File: src/rtl/input_dispatch_pkg.sv
// Shared types, field layout and header validation for the input dispatcher.
package input_dispatch_pkg;

  localparam int unsigned BYTE_W     = 8;
  localparam int unsigned CNT_W      = 9;
  localparam int unsigned PKT_CNT_W  = 16;
  localparam int unsigned HDR_ID_LSB = 0;
  localparam int unsigned HDR_ID_W   = 2;

  typedef enum logic [1:0] {
    HDR  = 2'd0,
    LEN  = 2'd1,
    DATA = 2'd2
  } state_t;

  // A header is valid when every bit above the id field is zero and the id names an existing unit.
  function automatic logic header_ok(input logic [BYTE_W-1:0] h,
                                     input int unsigned n_units,
                                     input int unsigned id_w);
    int unsigned v;
    v = 32'(h) >> HDR_ID_LSB;
    return ((v >> id_w) == 32'd0) && ((v & ((32'd1 << id_w) - 32'd1)) < n_units);
  endfunction

endpackage

File: src/rtl/input_dispatch.sv
// Parses header/length/payload packets from an external FWFT FIFO and steers the payload to one unit.
module input_dispatch
  import input_dispatch_pkg::*;
#(
  parameter int unsigned N_UNITS   = 4,
  parameter int unsigned UNIT_ID_W = HDR_ID_W
) (
  input  logic                 CLK,
  input  logic                 RST_N,
  input  logic [BYTE_W-1:0]    fifo_dout,
  input  logic                 fifo_empty,
  output logic                 fifo_rd_en,
  input  logic                 dispatch_en,
  output logic [BYTE_W-1:0]    unit_din,
  output logic [N_UNITS-1:0]   unit_wr_en,
  input  logic [N_UNITS-1:0]   unit_full,
  output logic                 busy,
  output logic [PKT_CNT_W-1:0] pkt_count,
  output logic                 err
);

  state_t               state_q, state_d;
  logic [CNT_W-1:0]     cnt_q, cnt_d;
  logic [UNIT_ID_W-1:0] sel_q, sel_d;
  int unsigned          sel_idx;
  logic                 sel_full;
  logic                 err_set;
  logic                 pkt_done;

  assign sel_idx  = 32'(sel_q);
  assign unit_din = fifo_dout;
  // Outputs are gated by reset so nothing moves while the registers are being cleared.
  assign busy     = RST_N && (state_q != HDR);

  // Full flag of the currently selected unit.
  always_comb begin
    sel_full = 1'b0;
    for (int unsigned i = 0; i < N_UNITS; i++) begin
      if (sel_idx == i) sel_full = unit_full[i];
    end
  end

  // Next-state, pop strobe and write strobes.
  always_comb begin
    state_d    = state_q;
    cnt_d      = cnt_q;
    sel_d      = sel_q;
    fifo_rd_en = 1'b0;
    unit_wr_en = '0;
    err_set    = 1'b0;
    pkt_done   = 1'b0;
    case (state_q)
      HDR: begin
        if (!fifo_empty && dispatch_en) begin
          fifo_rd_en = 1'b1;
          if (header_ok(fifo_dout, N_UNITS, UNIT_ID_W)) begin
            sel_d   = fifo_dout[HDR_ID_LSB +: UNIT_ID_W];
            state_d = LEN;
          end else begin
            err_set = 1'b1;
          end
        end
      end
      LEN: begin
        if (!fifo_empty) begin
          fifo_rd_en = 1'b1;
          cnt_d      = (fifo_dout == '0) ? CNT_W'(256) : CNT_W'(fifo_dout);
          state_d    = DATA;
        end
      end
      DATA: begin
        if (!fifo_empty && !sel_full) begin
          fifo_rd_en = 1'b1;
          for (int unsigned i = 0; i < N_UNITS; i++) begin
            unit_wr_en[i] = (sel_idx == i);
          end
          cnt_d = cnt_q - CNT_W'(1);
          if (cnt_q == CNT_W'(1)) begin
            state_d  = HDR;
            pkt_done = 1'b1;
          end
        end
      end
      default: state_d = HDR;
    endcase
    if (!RST_N) begin
      fifo_rd_en = 1'b0;
      unit_wr_en = '0;
    end
  end

  // State, counters and sticky error with synchronous active-low reset.
  always_ff @(posedge CLK) begin
    if (!RST_N) begin
      state_q   <= HDR;
      cnt_q     <= '0;
      sel_q     <= '0;
      pkt_count <= '0;
      err       <= 1'b0;
    end else begin
      state_q <= state_d;
      cnt_q   <= cnt_d;
      sel_q   <= sel_d;
      if (pkt_done) pkt_count <= pkt_count + PKT_CNT_W'(1);
      if (err_set) err <= 1'b1;
    end
  end

endmodule
File: config.mk
export PLATFORM = sky130hd
export DESIGN_NAME = input_dispatch
export DESIGN_NICKNAME = d
export VERILOG_FILES = /design/src/rtl/input_dispatch_pkg.sv /design/src/rtl/input_dispatch.sv
export SDC_FILE = /design/constraint.sdc
export NUM_CORES = 1
export LEC_CHECK = 0
export ABC_AREA = 0
export CAP_MARGIN = 10
export CORE_UTILIZATION = 45
export DETAILED_ROUTE_END_ITERATION = 6
export MAX_ROUTING_LAYER = met4
export PLACE_DENSITY = 0.75
export SYNTH_ARGS = -nofsm -noshare
export SYNTH_HDL_FRONTEND = slang
export SYNTH_SLANG_ARGS = --single-unit
File: constraint.sdc
create_clock -name CLK -period 3.35 [get_ports CLK]
set_input_delay 0.8375 -clock CLK [delete_from_list [all_inputs] [get_ports CLK]]
set_output_delay 0.8375 -clock CLK [all_outputs]
set_load 0.05 [all_outputs]
==> After elaboration in Yosys (flattened, before gate mapping) <==
Index checks and enable logic that the tools add are counted.
{ "totals": {"in_bits": 16, "regBits": 30} }
{ "classes": {"eq_ne": 11, "muxes": 28, "n_reduce_logical": 15, "addsub": 2, "magnitude_cmp": 1} }
{ "ops": {"columns": ["operator", "count"], "rows": [
  ["32-bit zero test", 2],
  ["9-bit two-way mux", 3],
  ["9-bit case mux with 2 select lines", 1],
  ["16-bit by 1-bit adder with 16-bit output (second input constant)", 1],
  ["1-bit two-way mux", 14],
  ["4-bit two-way mux", 3],
  ["2-bit two-way mux", 5],
  ["2-bit != test (second input constant)", 5],
  ["9-bit by 1-bit equality test with 1-bit output (second input constant)", 1],
  ["9-bit by 1-bit subtractor with 9-bit output (second input constant)", 1],
  ["8-bit zero test", 1],
  ["2-bit equality test (second input constant)", 3],
  ["2-bit case mux with 3 select lines", 1],
  ["3-bit AND reduction", 2],
  ["5-bit AND reduction", 1],
  ["2-bit by 1-bit equality test with 1-bit output (second input constant)", 2],
  ["1-bit logical AND", 4],
  ["2-bit nonzero test", 2],
  ["2-bit by 3-bit less-than comparator with 1-bit output (second input constant)", 1],
  ["1-bit case mux with 3 select lines", 1],
  ["1-bit zero test", 2],
  ["2-bit zero test", 1]
]} }

==> Depth between registers and ports, before layout <==
Gate-level depths: netlist of run 1.
{ "depth": {"word_depth": 10, "depth_mapped": 8} }

==> Least setup slack after synthesis of run 1 <==
OpenSTA, ideal clock, no wires.
{ "synth_path": {"path_type": "input -> output", "from": "in unit_full[3]", "to": "out fifo_rd_en", "stages": 5, "path_slack_ps": -664, "t_arrival_ps": 3177, "required_ps": 2513, "cell_sequence": "mux4_2 nand2b_4 clkbuf_1 a21o_1 a221oi_1"} }
{ "synth_via": {"elab_chain_len": 6} }
{ "synth_rtl": {"columns": ["element", "line", "rtl"], "rows": [
  ["start, declared", "input_dispatch.sv:16", "input logic [N_UNITS-1:0] unit_full,"],
  ["1-bit two-way mux", "input_dispatch.sv:39", "if (sel_idx == i) sel_full = unit_full[i];"],
  ["1-bit zero test", "input_dispatch.sv:72", "if (!fifo_empty && !sel_full) begin"],
  ["1-bit logical AND", "input_dispatch.sv:72", null],
  ["1-bit two-way mux", "input_dispatch.sv:72", null],
  ["1-bit case mux with 3 select lines", "input_dispatch.sv:52", "case (state_q)"],
  ["1-bit two-way mux", "input_dispatch.sv:86", "if (!RST_N) begin"],
  ["end, declared", "input_dispatch.sv:12", "output logic fifo_rd_en,"]
]} }
Every way passes these cells.

==> Worst setup path after layout of run 1 <==
Same ends and word-level chain as after synthesis.

==> summary.md, run 1 <==
| Metric | Value |
|---|---|
| Root buf cell | `clkbuf_8` |
| Commonest cells in the synthesized netlist | `30 x dfxtp_1, 23 x nor2_1, 20 x nand2_1` |
| Start point of the worst min-delay path | `pkt_count[15]$_SDFFE_PN0P_` |
| Core Region | `3689 µm²` |
| DP HPWL | `3.330 mm` |
| WHS Path Cells | `2` |
| Latest clock arrival within the worst-skew pair | `around 0.28 ns` |
| Detailed Route WL | `roughly 4.5 mm` |
| Post-synth ARST share | `0` |
| Post-route total power | `just over 0.0008 W` |
| Pins over their slew limit | `0` |
| Final Hold Fails | `0` |
| Capturing point of the worst reg2reg path | `pkt_count[9]$_SDFFE_PN0P_` |
| Starting DRT DRC Count | `152` |
| Layout cell share with drive strength beyond 1 | `0.1481` |
| Portion of the post-synthesis area used by sequential elements | `0.3421` |
| Global-route usage over all layers | `0.2419` |
| Synth area leaders | `dfxtp_1 34%, nor2_1 4.9%, a21oi_1 4.8%` |
| Leakage power | `about 0.85 nW` |
| Power density relative to cell area | `around 340 nW/µm²` |
| Worst Hold Endpoint | `pkt_count[15]$_SDFFE_PN0P_` |
| Worst endpoint data arrival time | `about 2.4 ns` |
| Largest net degree at the start of global routing | `21` |
| Worst hold-check path type | `flip-flop to flip-flop` |
| Post-detailed-route via-to-cell ratio | `5.550` |
| Mean cell area of the mapped netlist | `~7.9 µm²` |
| DRC errors left | `0` |
| CTS H-Tree Depth | `2` |
| Total number of vias | `~1,800` |
| Most frequently used flop master after synthesis | `dfxtp_1` |
| Post-synthesis instance total | `about 220` |
| Die Height | `around 64 µm` |
| CTS hold repair buffers | `0` |
| Number of antenna repair diodes | `0` |
| Placement Setup Slack | `-0.09001 ns` |
| Internal reg-to-reg setup slack | `0.87 ns` |
| GP Congestion | `slightly below 0.9` |
| Final min period | `3.230 ns` |
| Buffer levels on the longest clock path | `2` |
| Max Freq | `~0.31 GHz` |
| Reg clk slew, reported paths | `roughly 0.06 ns` |
| Cells on worst reg2reg path | `6` |
| Maximum ir drop on the vdd rail | `0.3295 mV` |
| Die area | `~4200 µm²` |
| Routed wirelength normalized by instance count | `roughly 14 µm` |
| # Max-Cap Violations | `0` |
| Kind of critical path | `input pin to output pin` |
| First-pass GRT wire length | `between 7 and 8 mm` |
| PnR worst setup slack | `around 0.12 ns` |
| Number of cell rows | `22` |
| Via count of the first global-routing pass | `~1,600` |
| RSZ-0062 raised after global routing | `no` |
| Number of primary I/O pins | `47` |
| Launch point of the worst reg-to-reg path | `sel_q[0]$_SDFFE_PN0P_` |
| Number of antenna violations at the first check in global routing | `0` |
| Total setup violations reported at the end of the flow | `0` |
| Area share of the largest cell type after synthesis | `0.3421` |
| Number of enable-type register cells in the synthesized netlist | `0` |
| Biggest cell delay along the critical path | `0.48 ns` |
| Top fanout value on the critical path | `2` |
| Sinks on Clock Net | `30` |
| Slew at the pin closest to its max-slew limit | `between 0.5 and 0.6 ns` |
| Status | `complete, no violations` |
| First-pass DRT Iterations | `4` |
| Cells traversed along the worst timing path | `dlygate4sd2_1 > mux4_2 > nand2b_4 > a21o_1 > a221oi_2 > buf_12` |
| WP data required | `2.51 ns` |
| Post-synthesis instance area | `between 1500 and 2000 µm²` |
| Synthesis warning total | `0` |
| Worst relative slew slack | `0.6356` |
| Critical path endpoint category | `output pin` |
| Critical path startpoint category | `input pin` |
| Clock skew | `slightly above 0.002 ns` |
| Kind of cell adding the most delay to the critical path | `compound AO/OA/AOI/OAI gates` |
| Net count of the finished layout | `289` |
| Gr ovfl total | `0` |
| Routed Antenna Nets | `0` |
| Synth unique cells | `47` |
| Number of synthesized register bits | `30` |
| Initial Utilization | `0.4759` |
| Leading area contributor after synthesis | `dfxtp_1` |
| Worst path buffer plus inverter count | `2` |
| Count of input and output buffers | `46` |
| Die Span X | `64.46 µm` |
| CTS tree | `done` |
| Post-Synthesis Net Count | `240` |
| Final Cycle Share | `0.9642` |
| Most instantiated library cell after synthesis | `dfxtp_1` |
| Cell at the slowest stage of the critical path | `mux4_2` |
| Area growth from synthesis to final layout | `38.20%` |
| Number of buffers added by the clock tree synthesis step | `5` |
## power breakdown
group | switching, W | internal [W]
combinational | 0.0000526 | 0.0000362
clock | 0.000134 | 0.000238
sequential | 0.00000221 | 0.000359
## flip-flops by register name (all words and copies together), names as in the netlist
register	flops
sel_q	2
err	1
pkt_count	16
state_q	2
cnt_q	9
## through the flow
step	std cells	utilization	area [µm²]	setup TNS (ns)	hold WS, ns
final	318	0.6577	2426	0	0.4744
after global placement	311	0.6286	2318	-0.05337	0.4546
after CTS	318	0.6577	2426	0	0.4773
after floorplan	221	-	1762	-1.387	0.4544
after global routing	318	0.6577	2426	0	0.5148
after detailed placement	311	0.6286	2318	-0.09001	0.4669
## cells in the final DEF, fill, tap and decap left out, types with 9 or more instances in the layout
| cell | netlist | layout |
|---|---|---|
| buf_4 | 8 | 21 |
| o21ai_0 | 10 | 10 |
| nand3_1 | 10 | 10 |
| nor3_1 | 9 | 9 |
| clkdlybuf4s50_1 | 0 | 28 |
| a21oi_1 | 17 | 17 |
| nand2_1 | 20 | 20 |
| dfxtp_1 | 30 | 30 |
| nor2_1 | 23 | 23 |
## how the worst max path moves through the flow
stage / cells past startpoint / start / to
after floorplan: 4 / fifo_empty / unit_wr_en[1]
after global routing: 6 / fifo_empty / unit_wr_en[3]
after global placement: 6 / unit_full[3] / fifo_rd_en
final: 6 / unit_full[3] / fifo_rd_en
after detailed placement: 6 / unit_full[2] / fifo_rd_en
after CTS: 6 / unit_full[3] / fifo_rd_en
## worst min-delay path: stages (launching register included)
cell     delay (ns)
dfxtp_1        0.32
nand2_1        0.06
mux2i_1        0.05
## logic make-up after synthesis
kind of cell,synth area share
xor gates and xnor gates,0.02994
buffers and inverters,0.07056
and+or+nand+nor,0.3136
AOI/OAI and AO/OA,0.1925
DFF,0.3421
muxes,0.02994
adders and majority gates,0.02139
## metal layers
metal | GRT usage | up-vias | share of wire
li1 | - | 906 | -
met1 | 0.3000 | 812 | 0.46
met2 | 0.3882 | 41 | 0.48
met3 | 0.05810 | 6 | 0.047
met4 | 0.07500 | 0 | 0.012
met5 | - | - | 0
## area by class of cell
cell class,count,area (µm²)
sequential,30,600.6
multi-input combinational,168,1037
tap,48,60.06
timing repair buffer,59,593.1
clock buffer,6,82.58
inverter,6,22.52
fill,339,1262
clock inverter,1,30.03
## what timing repair did
action / in CTS / in global routing
gates resized for setup: 4 / 0
hold endpoints to repair: 0 / 0
setup buffers: 0 / 0
endpoints found under the setup margin: 1 / 0
Note: power is estimated with default switching activity, not from simulation.
==> inputs of run 2 (changes only) <==
--- a/config.mk
+++ b/config.mk
@@ -7,6 +7,7 @@
 export LEC_CHECK = 0
 export ABC_AREA = 0
 export CAP_MARGIN = 10
+export CORE_ASPECT_RATIO = 0.75
 export CORE_UTILIZATION = 45
 export DETAILED_ROUTE_END_ITERATION = 6
 export MAX_ROUTING_LAYER = met4
==> run 2 against run 1 <==
Effect of this change:
- clock skew up 0.00079 ns
- die area about the same
- wire length up 3.8%
- clock-buffer cell count up 2
- register-to-register slack better by 0.02 ns
- sequential power about the same
- sequential share of layout area down 0.10 points
- via count up 4.1%
- cell count up 1.9%
- core utilization up 0.34 points
- largest cell class unchanged
- non-clock buffer count up 1
==> summary.md, run 2 (synthesis gave the netlist of run 1 again) <==
| Metric | Value |
|---|---|
| Layout cell share with drive strength beyond 1 | `0.1544 (+0.006264)` |
| Number of cell rows | `19 (-14%)` |
| DP HPWL | `3.383 mm (+1.6%)` |
| Number of primary I/O pins | `47 (unchanged)` |
| Cells on worst reg2reg path | `6 (unchanged)` |
| Total number of vias | `1,838 (+4.1%)` |
| Area of all sequential standard cells | `600.6 µm² (unchanged)` |
| Largest regs | `pkt_count x16, cnt_q x9` |
| Worst hold-check path type | `flip-flop to flip-flop` |
| Pins over their slew limit | `0 (unchanged)` |
| Final Cycle Share | `0.9636 (about the same)` |
| Via count of the first global-routing pass | `1,574 (-2.5%)` |
| Final Hold Fails | `0 (unchanged)` |
| Number of antenna violations at the first check in global routing | `0 (unchanged)` |
| Gr ovfl total | `0 (unchanged)` |
| Status | `complete, no violations` |
| Post-route total power | `0.0007989 W (-2.7%)` |
| Detailed Route WL | `4.629 mm (+3.8%)` |
| DRC errors left | `0 (unchanged)` |
| Final Instance Area | `2436 µm² (+0.41%)` |
| Root buf cell | `clkbuf_8` |
| CTS hold repair buffers | `0 (unchanged)` |
| # Max-Cap Violations | `0 (unchanged)` |
| Top fanout value on the critical path | `2 (unchanged)` |
| Worst Hold Endpoint | `pkt_count[15]$_SDFFE_PN0P_` |
| Largest reg by FF count | `pkt_count` |
| First-pass GRT wire length | `7.783 mm (+3.5%)` |
| Global-route usage over all layers | `0.2528 (+0.01086)` |
| Placement Setup Slack | `-0.1046 ns (-0.01461 ns)` |
| Commonest cells after routing, fill and taps aside | `30 x dfxtp_1, 28 x clkdlybuf4s50_1, 23 x nor2_1` |
| CTS tree | `done` |
| Die Height | `56.09 µm (-13%)` |
| Post-detailed-route via-to-cell ratio | `5.673 (+2.2%)` |
| Buffer levels on the longest clock path | `2 (unchanged)` |
| GP Congestion | `0.8571 (-3.9%)` |
| Clock skew | `0.002856 ns (+0.0007883 ns)` |
| Number of antenna repair diodes | `0 (unchanged)` |
| Most frequent standard cell in the layout excluding fill and tap cells | `dfxtp_1` |
| Slew at the pin closest to its max-slew limit | `0.5136 ns (-0.03295 ns)` |
| Initial Utilization | `0.4764 (+0.0004849)` |
| Count of placed standard cells in the final layout, fillers left out | `324 (+1.9%)` |
| WHS Path Cells | `2 (unchanged)` |
| Largest register FFs | `16 (unchanged)` |
| Die Span X | `74.12 µm (+15%)` |
| PnR worst setup slack | `0.1219 ns (+0.002054 ns)` |
| Final min period | `3.228 ns (-0.002054 ns)` |
| Area taken by multi-input logic gates | `1037 µm² (unchanged)` |
| Max Freq | `0.3098 GHz (about the same)` |
| Area growth from synthesis to final layout | `38.77%` |
| Largest net degree at the start of global routing | `22 (+4.8%)` |
| Worst relative slew slack | `0.6565 (+0.02090)` |
| Latest clock arrival within the worst-skew pair | `0.28 ns (about the same)` |
| CTS H-Tree Depth | `2 (unchanged)` |
| Leakage power | `0.8515 nW (+0.36%)` |
| WP data required | `2.51 ns (about the same)` |
| Sinks on Clock Net | `30 (unchanged)` |
| Filler instances | `338 (-0.29%)` |
| Routed Antenna Nets | `0 (unchanged)` |
| Internal reg-to-reg setup slack | `0.89 ns (+0.02 ns)` |
| RSZ-0062 raised after global routing | `no` |
| Core Region | `3685 µm² (-0.10%)` |
| Maximum ir drop on the vdd rail | `0.2126 mV (-35%)` |
| Standard cell area after detailed placement | `2316 µm² (-0.11%)` |
| Reg clk slew, reported paths | `0.06 ns (about the same)` |
| Routed wirelength normalized by instance count | `14.29 µm (+1.8%)` |
| Critical path endpoint category | `output pin` |
| Capturing point of the worst reg2reg path | `pkt_count[9]$_SDFFE_PN0P_` |
| First-pass DRT Iterations | `4 (unchanged)` |
| Count of input and output buffers | `46 (unchanged)` |
| Power density relative to cell area | `327.9 nW/µm² (-3.1%)` |
| Starting DRT DRC Count | `132 (-13%)` |
| Worst endpoint data arrival time | `2.39 ns (about the same)` |
| Launch point of the worst reg-to-reg path | `sel_q[0]$_SDFFE_PN0P_` |
| Count of placed standard cells including taps | `314 (+0.96%)` |
| Critical path startpoint category | `input pin` |
| Number of buffers added by the clock tree synthesis step | `5 (unchanged)` |
| Kind of critical path | `input pin to output pin` |
| Net count of the finished layout | `290 (+0.35%)` |
| Start point of the worst min-delay path | `pkt_count[15]$_SDFFE_PN0P_` |
| Total setup violations reported at the end of the flow | `0 (unchanged)` |
| Die area | `4157 µm² (about the same)` |
[run 2: worst max path at each step]
| stage | start | slack (ns) | to | depth (start not counted) |
|---|---|---|---|---|
| floorplan | fifo_empty | -0.36 | unit_wr_en[1] | 4 |
| global placement | unit_full[3] | -0.08 | fifo_rd_en | 6 |
| detailed placement | unit_full[3] | -0.10 | fifo_rd_en | 6 |
| CTS | unit_full[3] | 0.11 | fifo_rd_en | 6 |
| global route | unit_full[3] | 0.03 | fifo_rd_en | 6 |
| finish | unit_full[3] | 0.12 | fifo_rd_en | 6 |
[run 2: area by class of cell]
type                            instances  area share
Clock buffer                            8     0.04520
Inverter                                6    0.009245
Multi-Input combinational cell        168      0.4258
Sequential cell                        30      0.2465
Tap cell                               52     0.02671
Timing Repair Buffer                   60      0.2465
[run 2: critical path, stage by stage]
cell and delay (ns):
dlygate4sd2_1 0.24, mux4_2 0.48, nand2b_4 0.16, a21o_1 0.19, a221oi_2 0.31, buf_12 0.18
[run 2: metrics by stage]
stage,utilization,hold slack [ns],setup TNS [ns]
final,0.6611,0.4653,0
after global routing,0.6611,0.5060,0
after CTS,0.6611,0.4668,0
after detailed placement,0.6285,0.4577,-0.1046
after global placement,0.6285,0.4517,-0.08073
after floorplan,-,0.4544,-1.387
[run 2: timing repair]
action	CTS	global route
setup buffers	2	0
resized for setup	4	0
endpoints found under the setup margin	1	0
[run 2: power breakdown]
group,total (W),internal (W),switching [W]
Clock,0.000348,0.000207,0.000141
Combinational,0.0000900,0.0000362,0.0000538
Sequential,0.000361,0.000359,0.00000213
Total,0.000799,0.000602,0.000197
[run 2: metal layers]
metal  wire length [µm]  global-route usage  vias to the layer above
met5                  0                   -                        -
met4                 60             0.08242                        0
met3                318             0.05978                       10
met2               1906              0.3429                       66
met1               2344              0.3639                      853
li1                   -                   -                      909
==> inputs of run 3 (changes only) <==
--- a/config.mk
+++ b/config.mk
@@ -8,6 +8,7 @@
 export ABC_AREA = 0
 export CAP_MARGIN = 10
 export CORE_ASPECT_RATIO = 0.75
+export CORE_MARGIN = 5
 export CORE_UTILIZATION = 45
 export DETAILED_ROUTE_END_ITERATION = 6
 export MAX_ROUTING_LAYER = met4
==> run 3 against run 2 <==
Effect of this change:
- wire length increased by 0.45%
- sequential share of layout area grew 0.11 points
- cell count rose by 0.31%
- critical path type unchanged
- largest power group unchanged
==> summary.md, run 3 (synthesis gave the netlist of run 1 again) <==
| Metric | Value |
|---|---|
| Final min period | `3.219 ns (-0.009243 ns)` |
| Standard cell area after detailed placement | `2331 µm² (+0.65%)` |
| Setup TNS | `0 ns (unchanged)` |
| Critical path endpoint category | `output pin` |
| Area growth from synthesis to final layout | `38.13%` |
| Final Hold Fails | `0 (unchanged)` |
| Area of all sequential standard cells | `600.6 µm² (unchanged)` |
| # Max-Cap Violations | `0 (unchanged)` |
| CTS tree | `done` |
| Combinational fraction of design power | `0.118 (+0.005)` |
| Latest clock arrival within the worst-skew pair | `0.28 ns (about the same)` |
| Net switching power figure | `0.0001933 W (-1.7%)` |
| Max Freq | `0.3107 GHz (+0.29%)` |
| Critical path startpoint category | `input pin` |
| Post-detailed-route via-to-cell ratio | `5.603 (-1.2%)` |
| Number of antenna violations at the first check in global routing | `0 (unchanged)` |
| Worst relative slew slack | `0.6319 (-0.02466)` |
| First-pass GRT wire length | `7.831 mm (+0.62%)` |
| PnR worst setup slack | `0.1311 ns (+0.009243 ns)` |
| Gr ovfl total | `0 (unchanged)` |
| Total number of vias | `1,821 (-0.92%)` |
| Cells on worst reg2reg path | `6 (unchanged)` |
| Total setup violations reported at the end of the flow | `0 (unchanged)` |
| Number of buffers added by the clock tree synthesis step | `5 (unchanged)` |
| Top fanout value on the critical path | `2 (unchanged)` |
| Relative contribution of sequential cells to total power | `0.479 (+0.027)` |
| Via count of the first global-routing pass | `1,639 (+4.1%)` |
| Slew at the pin closest to its max-slew limit | `0.5480 ns (+0.03438 ns)` |
| Layout cell share with drive strength beyond 1 | `0.1538 (-0.0005656)` |
| Clock skew | `0.007602 ns (+0.004746 ns)` |
| First-pass DRT Iterations | `4 (unchanged)` |
| Root buf cell | `clkbuf_8` |
| Leakage power | `0.8477 nW (-0.45%)` |
| Launch point of the worst reg-to-reg path | `sel_q[0]$_SDFFE_PN0P_` |
| Cell internal power dissipation | `0.0005605 W (-6.9%)` |
| DRC errors left | `0 (unchanged)` |
| Sinks on Clock Net | `30 (unchanged)` |
| Largest regs | `pkt_count x16, cnt_q x9` |
| Number of cell rows | `19 (unchanged)` |
| Core Region | `3709 µm² (+0.65%)` |
| WP data required | `2.51 ns (about the same)` |
| Power density relative to cell area | `310.9 nW/µm² (-5.2%)` |
| Reg clk slew, reported paths | `0.07 ns (about the same)` |
| Maximum ir drop on the vdd rail | `0.2354 mV (+11%)` |
| Commonest cells after routing, fill and taps aside | `30 x dfxtp_1, 28 x clkdlybuf4s50_1, 23 x nor2_1, 23 x buf_4, 20 x nand2_1` |
| Largest reg by FF count | `pkt_count` |
| Routed wirelength normalized by instance count | `14.31 µm (+0.14%)` |
| CTS hold repair buffers | `0 (unchanged)` |
| Placement Setup Slack | `-0.08072 ns (+0.02390 ns)` |
| Number of antenna repair diodes | `0 (unchanged)` |
| Final Cycle Share | `0.9609 (-0.002759)` |
| GP Congestion | `0.8409 (-1.9%)` |
| Largest register FFs | `16 (unchanged)` |
| Die Height | `64.09 µm (+14%)` |
| Clock power frac | `0.403 (-0.033)` |
| Sw Ratio | `0.2565 (+0.01039)` |
| Pins over their slew limit | `0 (unchanged)` |
| Start point of the worst min-delay path | `pkt_count[15]$_SDFFE_PN0P_` |
| Die area | `5263 µm² (+27%)` |
| Kind of critical path | `input pin to output pin` |
| CTS H-Tree Depth | `2 (unchanged)` |
| Post-route total power | `0.0007538 W (-5.6%)` |
| Area taken by multi-input logic gates | `1037 µm² (unchanged)` |
| Largest net degree at the start of global routing | `20 (-9.1%)` |
| Initial Utilization | `0.4733 (-0.003054)` |
| Die Span X | `82.12 µm (+11%)` |
| Count of input and output buffers | `46 (unchanged)` |
| Detailed Route WL | `4.650 mm (+0.45%)` |
| Worst hold-check path type | `flip-flop to flip-flop` |
| Status | `complete, no violations` |
| Capturing point of the worst reg2reg path | `pkt_count[9]$_SDFFE_PN0P_` |
| Worst Hold Endpoint | `pkt_count[15]$_SDFFE_PN0P_` |
| Count of placed standard cells in the final layout, fillers left out | `325 (+0.31%)` |
| Internal reg-to-reg setup slack | `0.89 ns (about the same)` |
| Routed Antenna Nets | `0 (unchanged)` |
| Filler instances | `338 (unchanged)` |
| Number of primary I/O pins | `47 (unchanged)` |
| Starting DRT DRC Count | `123 (-6.8%)` |
| Worst endpoint data arrival time | `2.38 ns (about the same)` |
| Most frequent standard cell in the layout excluding fill and tap cells | `dfxtp_1` |
| Count of placed standard cells including taps | `316 (+0.64%)` |
| Buffer levels on the longest clock path | `2 (unchanged)` |
| Global-route usage over all layers | `0.1937 (-0.05913)` |
| WHS Path Cells | `2 (unchanged)` |
| Final Instance Area | `2425 µm² (-0.46%)` |
| Net count of the finished layout | `291 (+0.34%)` |
| DP HPWL | `3.488 mm (+3.1%)` |
| RSZ-0062 raised after global routing | `no` |
-- run 3: cell types whose count changed in the layout (fill, tap and decap cells not counted) --
| cell | before | now |
|---|---|---|
| clkinv_2 | 0 | 1 |
| buf_4 | 22 | 23 |
| clkbuf_8 | 8 | 6 |
| clkbuf_1 | 0 | 1 |
-- run 3: power groups by stage --
stage / Sequential [W] / Clock (W) / Combinational [W]
floorplan: 0.000371 / 0 / 0.0000511
global placement: 0.000369 / 0 / 0.0000899
detailed placement: 0.000369 / 0 / 0.0000904
CTS: 0.000361 / 0.000310 / 0.0000892
global route: 0.000361 / 0.000320 / 0.0000953
finish: 0.000361 / 0.000304 / 0.0000889
-- run 3: how the worst max path moves through the flow --
| stage | from | end | slack (ns) | cells past startpoint |
|---|---|---|---|---|
| 3_3_place_gp | unit_full[3] | fifo_rd_en | -0.07 | 6 |
| 4_1_cts | unit_full[3] | fifo_rd_en | 0.13 | 6 |
| 2_1_floorplan | fifo_empty | unit_wr_en[1] | -0.36 | 4 |
| 6_report | unit_full[3] | fifo_rd_en | 0.13 | 6 |
| 5_1_grt | fifo_empty | unit_wr_en[2] | 0.07 | 6 |
| 3_5_place_dp | unit_full[2] | fifo_rd_en | -0.08 | 6 |
-- run 3: critical path, cell delays in order --
cell and delay [ns]:
dlygate4sd2_1 0.24, mux4_2 0.48, nand2b_4 0.16, a21o_1 0.18
a221oi_2 0.31, buf_12 0.18
-- run 3: area by class of cell --
class                      instances  share of cell area
multi-input combinational        168              0.4278
clock inverter                     1            0.002064
timing repair buffer              61              0.2508
inverter                           6            0.009288
clock buffer                       7             0.03560
tap                               52             0.02683
sequential                        30              0.2477
-- run 3: metrics by stage --
| stage | hold slack (ns) | util |
|---|---|---|
| global route | 0.5241 | 0.6538 |
| global placement | 0.4570 | 0.6285 |
| CTS | 0.4731 | 0.6538 |
| finish | 0.4713 | 0.6538 |
| detailed placement | 0.4640 | 0.6285 |
| floorplan | 0.4544 | - |
-- run 3: repair_timing --
| item | in CTS | in global routing |
|---|---|---|
| gates resized for setup | 4 | 0 |
| buffers inserted | 1 | 0 |
| endpoints found under the hold margin | 0 | 0 |
| endpoints found under the setup margin | 1 | 0 |
-- run 3: layer usage --
layer	global-route usage	wire length, µm	part of all wire	vias to the layer above
met5	-	0	0	-
met4	0.06846	58	0.012	0
met3	0.04494	395	0.085	5
met2	0.2651	1966	0.42	65
met1	0.2752	2229	0.48	838
li1	-	-	-	913
